<file path="config.mk">
export PLATFORM = sky130hd
export DESIGN_NAME = tester_ctrl
export DESIGN_NICKNAME = d
export VERILOG_FILES = /design/src/rtl/tester_ctrl.sv
export SDC_FILE = /design/constraint.sdc
export NUM_CORES = 1
export LEC_CHECK = 0
export CAP_MARGIN = 15
export CORE_MARGIN = 2
export CORE_UTILIZATION = 51
export CTS_BUF_LIST = sky130_fd_sc_hd__clkbuf_16
export DETAILED_ROUTE_END_ITERATION = 7
export PLACE_DENSITY_LB_ADDON = 0.05
export SYNTH_ARGS = -nofsm -noshare
export SYNTH_HDL_FRONTEND = slang
export SYNTH_SLANG_ARGS = --single-unit
</file>
<file path="constraint.sdc">
create_clock -name in_clk -period 2.2 [get_ports in_clk]
set_input_delay 0.44 -clock in_clk [delete_from_list [all_inputs] [get_ports in_clk]]
set_output_delay 0.44 -clock in_clk [all_outputs]
set_load 0.005 [all_outputs]
</file>
<file path="src/rtl/tester_ctrl.sv">
// tester_ctrl: test-sequencing controller for the FPGA tester.
// Consumes one-cycle key pulses: the switch key cycles the active test mode,
// the reset key starts a run (or aborts one in progress). A run issues a
// one-cycle start strobe, is supervised by a timeout counter, and ends in a
// latched PASS/FAIL verdict that holds until the next key pulse.
//
// Key handshake: in_key_switch / in_key_reset are single-cycle pulses that
// are consumed on the clock edge where they are high; no acknowledge exists.
// in_test_done / in_test_pass form a one-cycle result beat from the engine
// and are only sampled while the controller is in RUN.
module tester_ctrl #(
    parameter int NUM_MODES = 4,
    parameter int TIMEOUT   = 1000,
    localparam int MODE_W   = ($clog2(NUM_MODES) > 1) ? $clog2(NUM_MODES) : 1
) (
    input  logic              in_clk,
    input  logic              in_rst,
    input  logic              in_key_switch,
    input  logic              in_key_reset,
    input  logic              in_test_done,
    input  logic              in_test_pass,
    output logic [MODE_W-1:0] o_mode,
    output logic              o_test_start,
    output logic              o_test_run,
    output logic              o_pass,
    output logic              o_fail,
    output logic              o_timeout
);

    // Counter holds 0..TIMEOUT, so it can never wrap inside a run.
    localparam int CNT_W = $clog2(TIMEOUT + 1);

    typedef enum logic [2:0] {
        S_IDLE  = 3'd0,
        S_START = 3'd1,
        S_RUN   = 3'd2,
        S_PASS  = 3'd3,
        S_FAIL  = 3'd4
    } state_t;

    state_t            r_state;
    state_t            w_state_next;
    logic [MODE_W-1:0] r_mode;
    logic [MODE_W-1:0] w_mode_next;
    logic [CNT_W-1:0]  r_cnt;
    logic [CNT_W-1:0]  w_cnt_next;
    logic              r_timeout;
    logic              w_timeout_next;
    logic              w_cnt_last;

    assign w_cnt_last = (r_cnt == CNT_W'(TIMEOUT - 1));

    // State, mode, counter and timeout flag registers.
    always_ff @(posedge in_clk or posedge in_rst) begin
        if (in_rst) begin
            r_state   <= S_IDLE;
            r_mode    <= '0;
            r_cnt     <= '0;
            r_timeout <= 1'b0;
        end else begin
            r_state   <= w_state_next;
            r_mode    <= w_mode_next;
            r_cnt     <= w_cnt_next;
            r_timeout <= w_timeout_next;
        end
    end

    // Next-state logic: key handling in resting states, supervision in RUN.
    always_comb begin
        w_state_next   = r_state;
        w_mode_next    = r_mode;
        w_cnt_next     = r_cnt;
        w_timeout_next = r_timeout;
        case (r_state)
            S_IDLE, S_PASS, S_FAIL: begin
                // Switch wins over reset when both arrive together; the
                // reset pulse is simply dropped.
                if (in_key_switch) begin
                    w_mode_next    = (r_mode == MODE_W'(NUM_MODES - 1))
                                     ? '0 : r_mode + MODE_W'(1);
                    w_state_next   = S_IDLE;
                    w_timeout_next = 1'b0;
                end else if (in_key_reset) begin
                    w_state_next   = S_START;
                    w_timeout_next = 1'b0;
                end
            end
            S_START: begin
                w_cnt_next   = '0;
                w_state_next = S_RUN;
            end
            S_RUN: begin
                w_cnt_next = r_cnt + CNT_W'(1);
                // Priority: operator abort, then engine result, then timeout.
                if (in_key_reset) begin
                    w_state_next = S_IDLE;
                end else if (in_test_done) begin
                    w_state_next = in_test_pass ? S_PASS : S_FAIL;
                end else if (w_cnt_last) begin
                    w_state_next   = S_FAIL;
                    w_timeout_next = 1'b1;
                end
            end
            default: begin
                w_state_next = S_IDLE;
            end
        endcase
    end

    assign o_mode       = r_mode;
    assign o_test_start = (r_state == S_START);
    assign o_test_run   = (r_state == S_RUN);
    assign o_pass       = (r_state == S_PASS);
    assign o_fail       = (r_state == S_FAIL);
    assign o_timeout    = r_timeout;

endmodule
</file>
Word level (Yosys, flattened, before mapping)

Cells that the tools add are included.

Reductions and logical operators: 7
Add/subtract/negate cells: 2
Equality and inequality tests: 11
Multiplexer cells: 15

Operators by type and width:

| kind                    | number |
|---|---|
| $pmux W10 S2            | 1 |
| $mux W3                 | 6 |
| $add A10 B1 Y10 const B | 1 |
| $eq A10 B10 Y1 const B  | 1 |
| $pmux W3 S3             | 1 |
| $eq A3 B2 Y1 const B    | 2 |
| $mux W1                 | 5 |
| $reduce_and A5 Y1       | 1 |
| $ne A2 B2 Y1 const B    | 2 |
| $ne A4 B3 Y1 const B    | 1 |
| $reduce_and A2 Y1       | 2 |
| $reduce_bool A2 Y1      | 2 |
| $eq A3 B1 Y1 const B    | 1 |
| $eq A3 B3 Y1 const B    | 1 |
| $logic_not A3 Y1        | 1 |
| $ne A3 B3 Y1 const B    | 1 |
| $reduce_or A3 Y1        | 1 |
| $add A2 B1 Y2 const B   | 1 |
| $eq A2 B2 Y1 const B    | 1 |
| $mux W2                 | 1 |
| $ne A2 B1 Y1 const B    | 1 |
| $pmux W1 S2             | 1 |

Word-level logic and storage cells: 39
Output and inout bits: 7
Bits in registers: 16
Input bits: 6

Logic depth before layout (Yosys ltp)

Word-level depth: 5
Gate-level depth with buffers: 6
Gate-level depth less buffers: 5

Worst setup path after synthesis

Ideal clock, no wire load.

Path kind: reg-to-reg
Start: register r_state[0]
End: register r_timeout, in the netlist o_timeout
Data required time: 2,123 ps
Clock period less this slack: 1,579 ps
Library setup time: 77 ps
Arrival: 1,502 ps
Setup slack: 621 ps
Cell stages (with the launch flop): 5
Path buffers: 1
Path through: dfrtp_1 or3b_1 buf_6 or4_1 a21oi_1

Longest elaborated chain between the ends: 4
Elaborated cells on any way between the ends: 12
Classes of those cells: eq/ne (7); mux (1); reduce/logical (4)

Ends and longest elaborated chain:

| item                                                         | RTL line | RTL |
|---|---|---|
| start: declaration                                           | 41       | `state_t r_state;` |
| start signal: assignment                                     | 61       | `r_state <= w_state_next;` |
| $eq A3 B2 Y1 (tied with other cells)                         | 74       | `case (r_state)` |
| $reduce_or A3 Y1                                             | 74       |  |
| $ne A3 B3 Y1 (no line) or $reduce_bool A2 Y1 (tied branches) | --       |  |
| $reduce_and A5 Y1 (no line)                                  | --       |  |
| end signal: assignment                                       | 64       | `r_timeout <= w_timeout_next;` |
| end: declaration                                             | 47       | `logic r_timeout;` |

Several ways; a longest one is shown, not always the timed one.
A chain may end at the register's enable or synchronous reset.

Worst setup path in the final report

Start: register r_state[0]
End: output o_test_run

Longest elaborated chain between the ends: 1

Ends and longest elaborated chain:

| item             | RTL line | RTL |
|---|---|---|
| $eq A3 B2 Y1     | 112      | `assign o_test_run = (r_state == S_RUN);` |
| end: declaration | 24       | `output logic o_test_run,` |

Every way passes these cells.

==> results_dict.tcl <==
set metrics [dict create \
    synthToLayoutAreaGrowth_pct 25.85 \
    cpLargestDelayFamily "buffers and inverters" \
    clockRootBuffer "clkbuf_16" \
    cts_buffers 3 \
    grt_first_pass_wirelength_um 3091 \
    rr_endpoint "r_cnt[8]$_DFFE_PP0P_" \
    fin_crit_ps 2105 \
    timing.reg2reg.setup_slack_ps 380 \
    cts_tree "done" \
    timing.final.ws_setup_ps 94.78 \
    via_per_inst 6.267 \
    cap_violations 0 \
    htreeDepth 1 \
    antenna_cells 0 \
    ys_seq_area_share_pct 47.55 \
    placed_area_um2 982.2 \
    required_ps 1760 \
    hold_viol 0 \
    postRouteAntennaNets 0 \
    power_density_mw_per_mm2 1085 \
    grt_use_total_pct 21.92 \
    synthCells 89 \
    crit_start "r_state[0]$_DFFE_PP0P_" \
    combPwrFrac_pct 35.1 \
    fill_cells 122 \
    synthTopCellsByArea "dfrtp_1 (48%), o21ai_0 (7.1%), and2_1 (3.7%)" \
    preCtsSetupSlack_ps 275.0 \
    die_w_um 44.64 \
    start_kind "register" \
    finalSetupViolations 0 \
    status "finished, final reports clean" \
    power_mw 1.150 \
    port_buffers 12 \
    synth.cell_area_um2 842.1 \
    clock_skew_ps 1.623 \
    clkPwrFrac_pct 29.6 \
    wl_um 1792 \
    fin_util_pct 69.54 \
    drive_gt1_share_pct 8.654 \
    crit_end "o_test_run" \
    overflow 0 \
    hold_buffers 0 \
    final_cells 120 \
    drt_iter0_drc 25 \
    hold_ws_ps 502.8 \
    worst-path-buf-inv 2 \
    rows 14 \
    vias 752 \
    slew-limit-headroom_pct 59.78 \
    syn_avg_cell_area_um2 9.461 \
    cp_num_cells 3 \
    antenna_found_initial 0 \
    reg2reg_depth 5 \
    critical-path-max-stage-delay_ps 500 \
    syn-num-nets 97 \
    final_cell_area_mm2 0.001060 \
    dp.final_hpwl_um 1257 \
    first_global_vias 715 \
    grt_max_degree 17 \
    start_util_pct 55.25 \
    clock-sinks 16 \
    cp-end-kind "primary output" \
    ir_drop_mv 0.6186 \
    synth_top_area_share_pct 47.55 \
    ys_types 27 \
    ys_seq_elements 16 \
    cpMaxStageDelayCell "clkdlybuf4s50_1" \
    grt_setup_unrepaired "no" \
    final_cell_mix "dfrtp_1 (16), o21ai_0 (12), clkdlybuf4s50_1 (12)" \
    power_switching_mw 0.3506 \
    arrival_ps 1670 \
    final_common_cell "dfrtp_1" \
    die_y_um 44.64 \
    multiInputGateArea_um2 410.4 \
    path_max_fanout 6 \
    routedWlPerCell_um 14.93 \
    seq_area_um2 400.4 \
    dp_cells 117 \
    holdCritPathClass "reg2reg" \
    maxSlewViolCount 0 \
    clkTransAtPathRegs_ps 50 \
    core_area_mm2 0.001524 \
    r2r_start "r_state[0]$_DFFE_PP0P_" \
    p_int_mw 0.7997 \
    yosys.area.top_type "dfrtp_1" \
    io_pins 13 \
    post-cts-setup-buffers 0 \
    power_frac_seq_pct 35.3 \
    tightest_slew_ps 602.6 \
    worstSetupPathType "reg2out" \
    fmax_mhz 475.0 \
    clock_path_buffers 2 \
    period_share_pct 95.69 \
    insertion_delay_ps 240 \
    dieArea_mm2 0.001992 \
    dr.pass1.iters 4 \
    gp_congestion 0.7886 \
    path_cells "or3b_1 > clkinv_1 > clkdlybuf4s50_1" \
    switching_share_pct 30.48 \
    synth_warnings 0 \
    p_leak_nw 0.4711 \
    final_nets 114 \
    timing.setup.tns_ps 0 \
    drcViolationCount 0 \
]
## cell usage after synthesis
master,count
nand3_1,3
mux2_2,2
nand4_1,2
a31oi_1,2
ha_1,2
and4_1,1
nand3b_1,2
nand2_1,7
nor2_1,7
or4_1,1
clkinv_1,1
o21ai_0,12
inv_1,4
nor3_1,1
and2_1,5
clkbuf_1,1
dfrtp_1,16
or3b_2,1
a22o_1,2
buf_6,1
a41oi_1,1
or3b_1,1
o31ai_1,3
or2_2,1
a21oi_1,5
and3_1,2
mux2i_1,3
## area by class of cell
| class | instances | area share, % |
|---|---|---|
| Multi-Input combinational cell | 66 | 38.72 |
| Sequential cell | 16 | 37.78 |
| Timing Repair Buffer | 14 | 12.75 |
| Clock buffer | 3 | 7.084 |
| Tap cell | 16 | 1.889 |
| Inverter | 5 | 1.771 |
## metal layers
metal  track usage, %  routed length, µm  vias to the layer above
li1                 -                  -                      356
met1            28.57                799                      357
met2            32.75                833                       33
met3            4.490                115                        6
met4            14.55                 43                        0
met5                0                  0                        -
## cells by family (layout without fill, tap and decap cells)
group                    count (synthesis)  count (layout)  share of synthesized area [%]
adder cells (fa/ha/maj)                  2               2                          2.971
AO/OA/AOI/OAI                           25              25                          17.38
AND/OR/NAND/NOR                         34              34                          21.84
buffers and inverters                    7              22                          4.010
multiplexers                             5               5                          6.241
flip-flops                              16              16                          47.55
## worst register-to-register path: cells and delay by family (launching register included)
family,cells,cell delay (ps)
multiplexers,1,170
buffers and inverters,1,200
AND/OR/NAND/NOR,3,970
flip-flops,1,410
## how the worst min path moves through the flow
stage | from | end | depth (start not counted)
finish | r_cnt[8]$_DFFE_PP0P_ | r_cnt[8]$_DFFE_PP0P_ | 1
global route | r_cnt[9]$_DFFE_PP0P_ | r_cnt[9]$_DFFE_PP0P_ | 1
CTS | r_cnt[8]$_DFFE_PP0P_ | r_cnt[8]$_DFFE_PP0P_ | 1
detailed placement | r_cnt[8]$_DFFE_PP0P_ | r_cnt[8]$_DFFE_PP0P_ | 1
global placement | r_cnt[9]$_DFFE_PP0P_ | r_cnt[9]$_DFFE_PP0P_ | 1
floorplan | in_rst | o_mode[0]$_DFFE_PP0P_ | 1
## power by group through the flow
stage / combinational, mW / clock, mW / sequential, mW
after floorplan: 0.244 / 0 / 0.400
after global placement: 0.387 / 0 / 0.405
after detailed placement: 0.393 / 0 / 0.409
after CTS: 0.398 / 0.345 / 0.406
after global routing: 0.454 / 0.357 / 0.417
final: 0.403 / 0.340 / 0.406
## registers in the layout (all words and copies together), names as in the netlist
| register | flops |
|---|---|
| r_cnt | 10 |
| r_state | 3 |
| o_mode | 2 |
| o_timeout | 1 |
## timing repair
item / 4_1_cts / 5_1_grt
endpoints found under the setup margin: 0 / 1
hold endpoints to repair: 0 / 0
resized for setup: 0 / 1
Note: power is estimated with default switching activity, not from simulation.
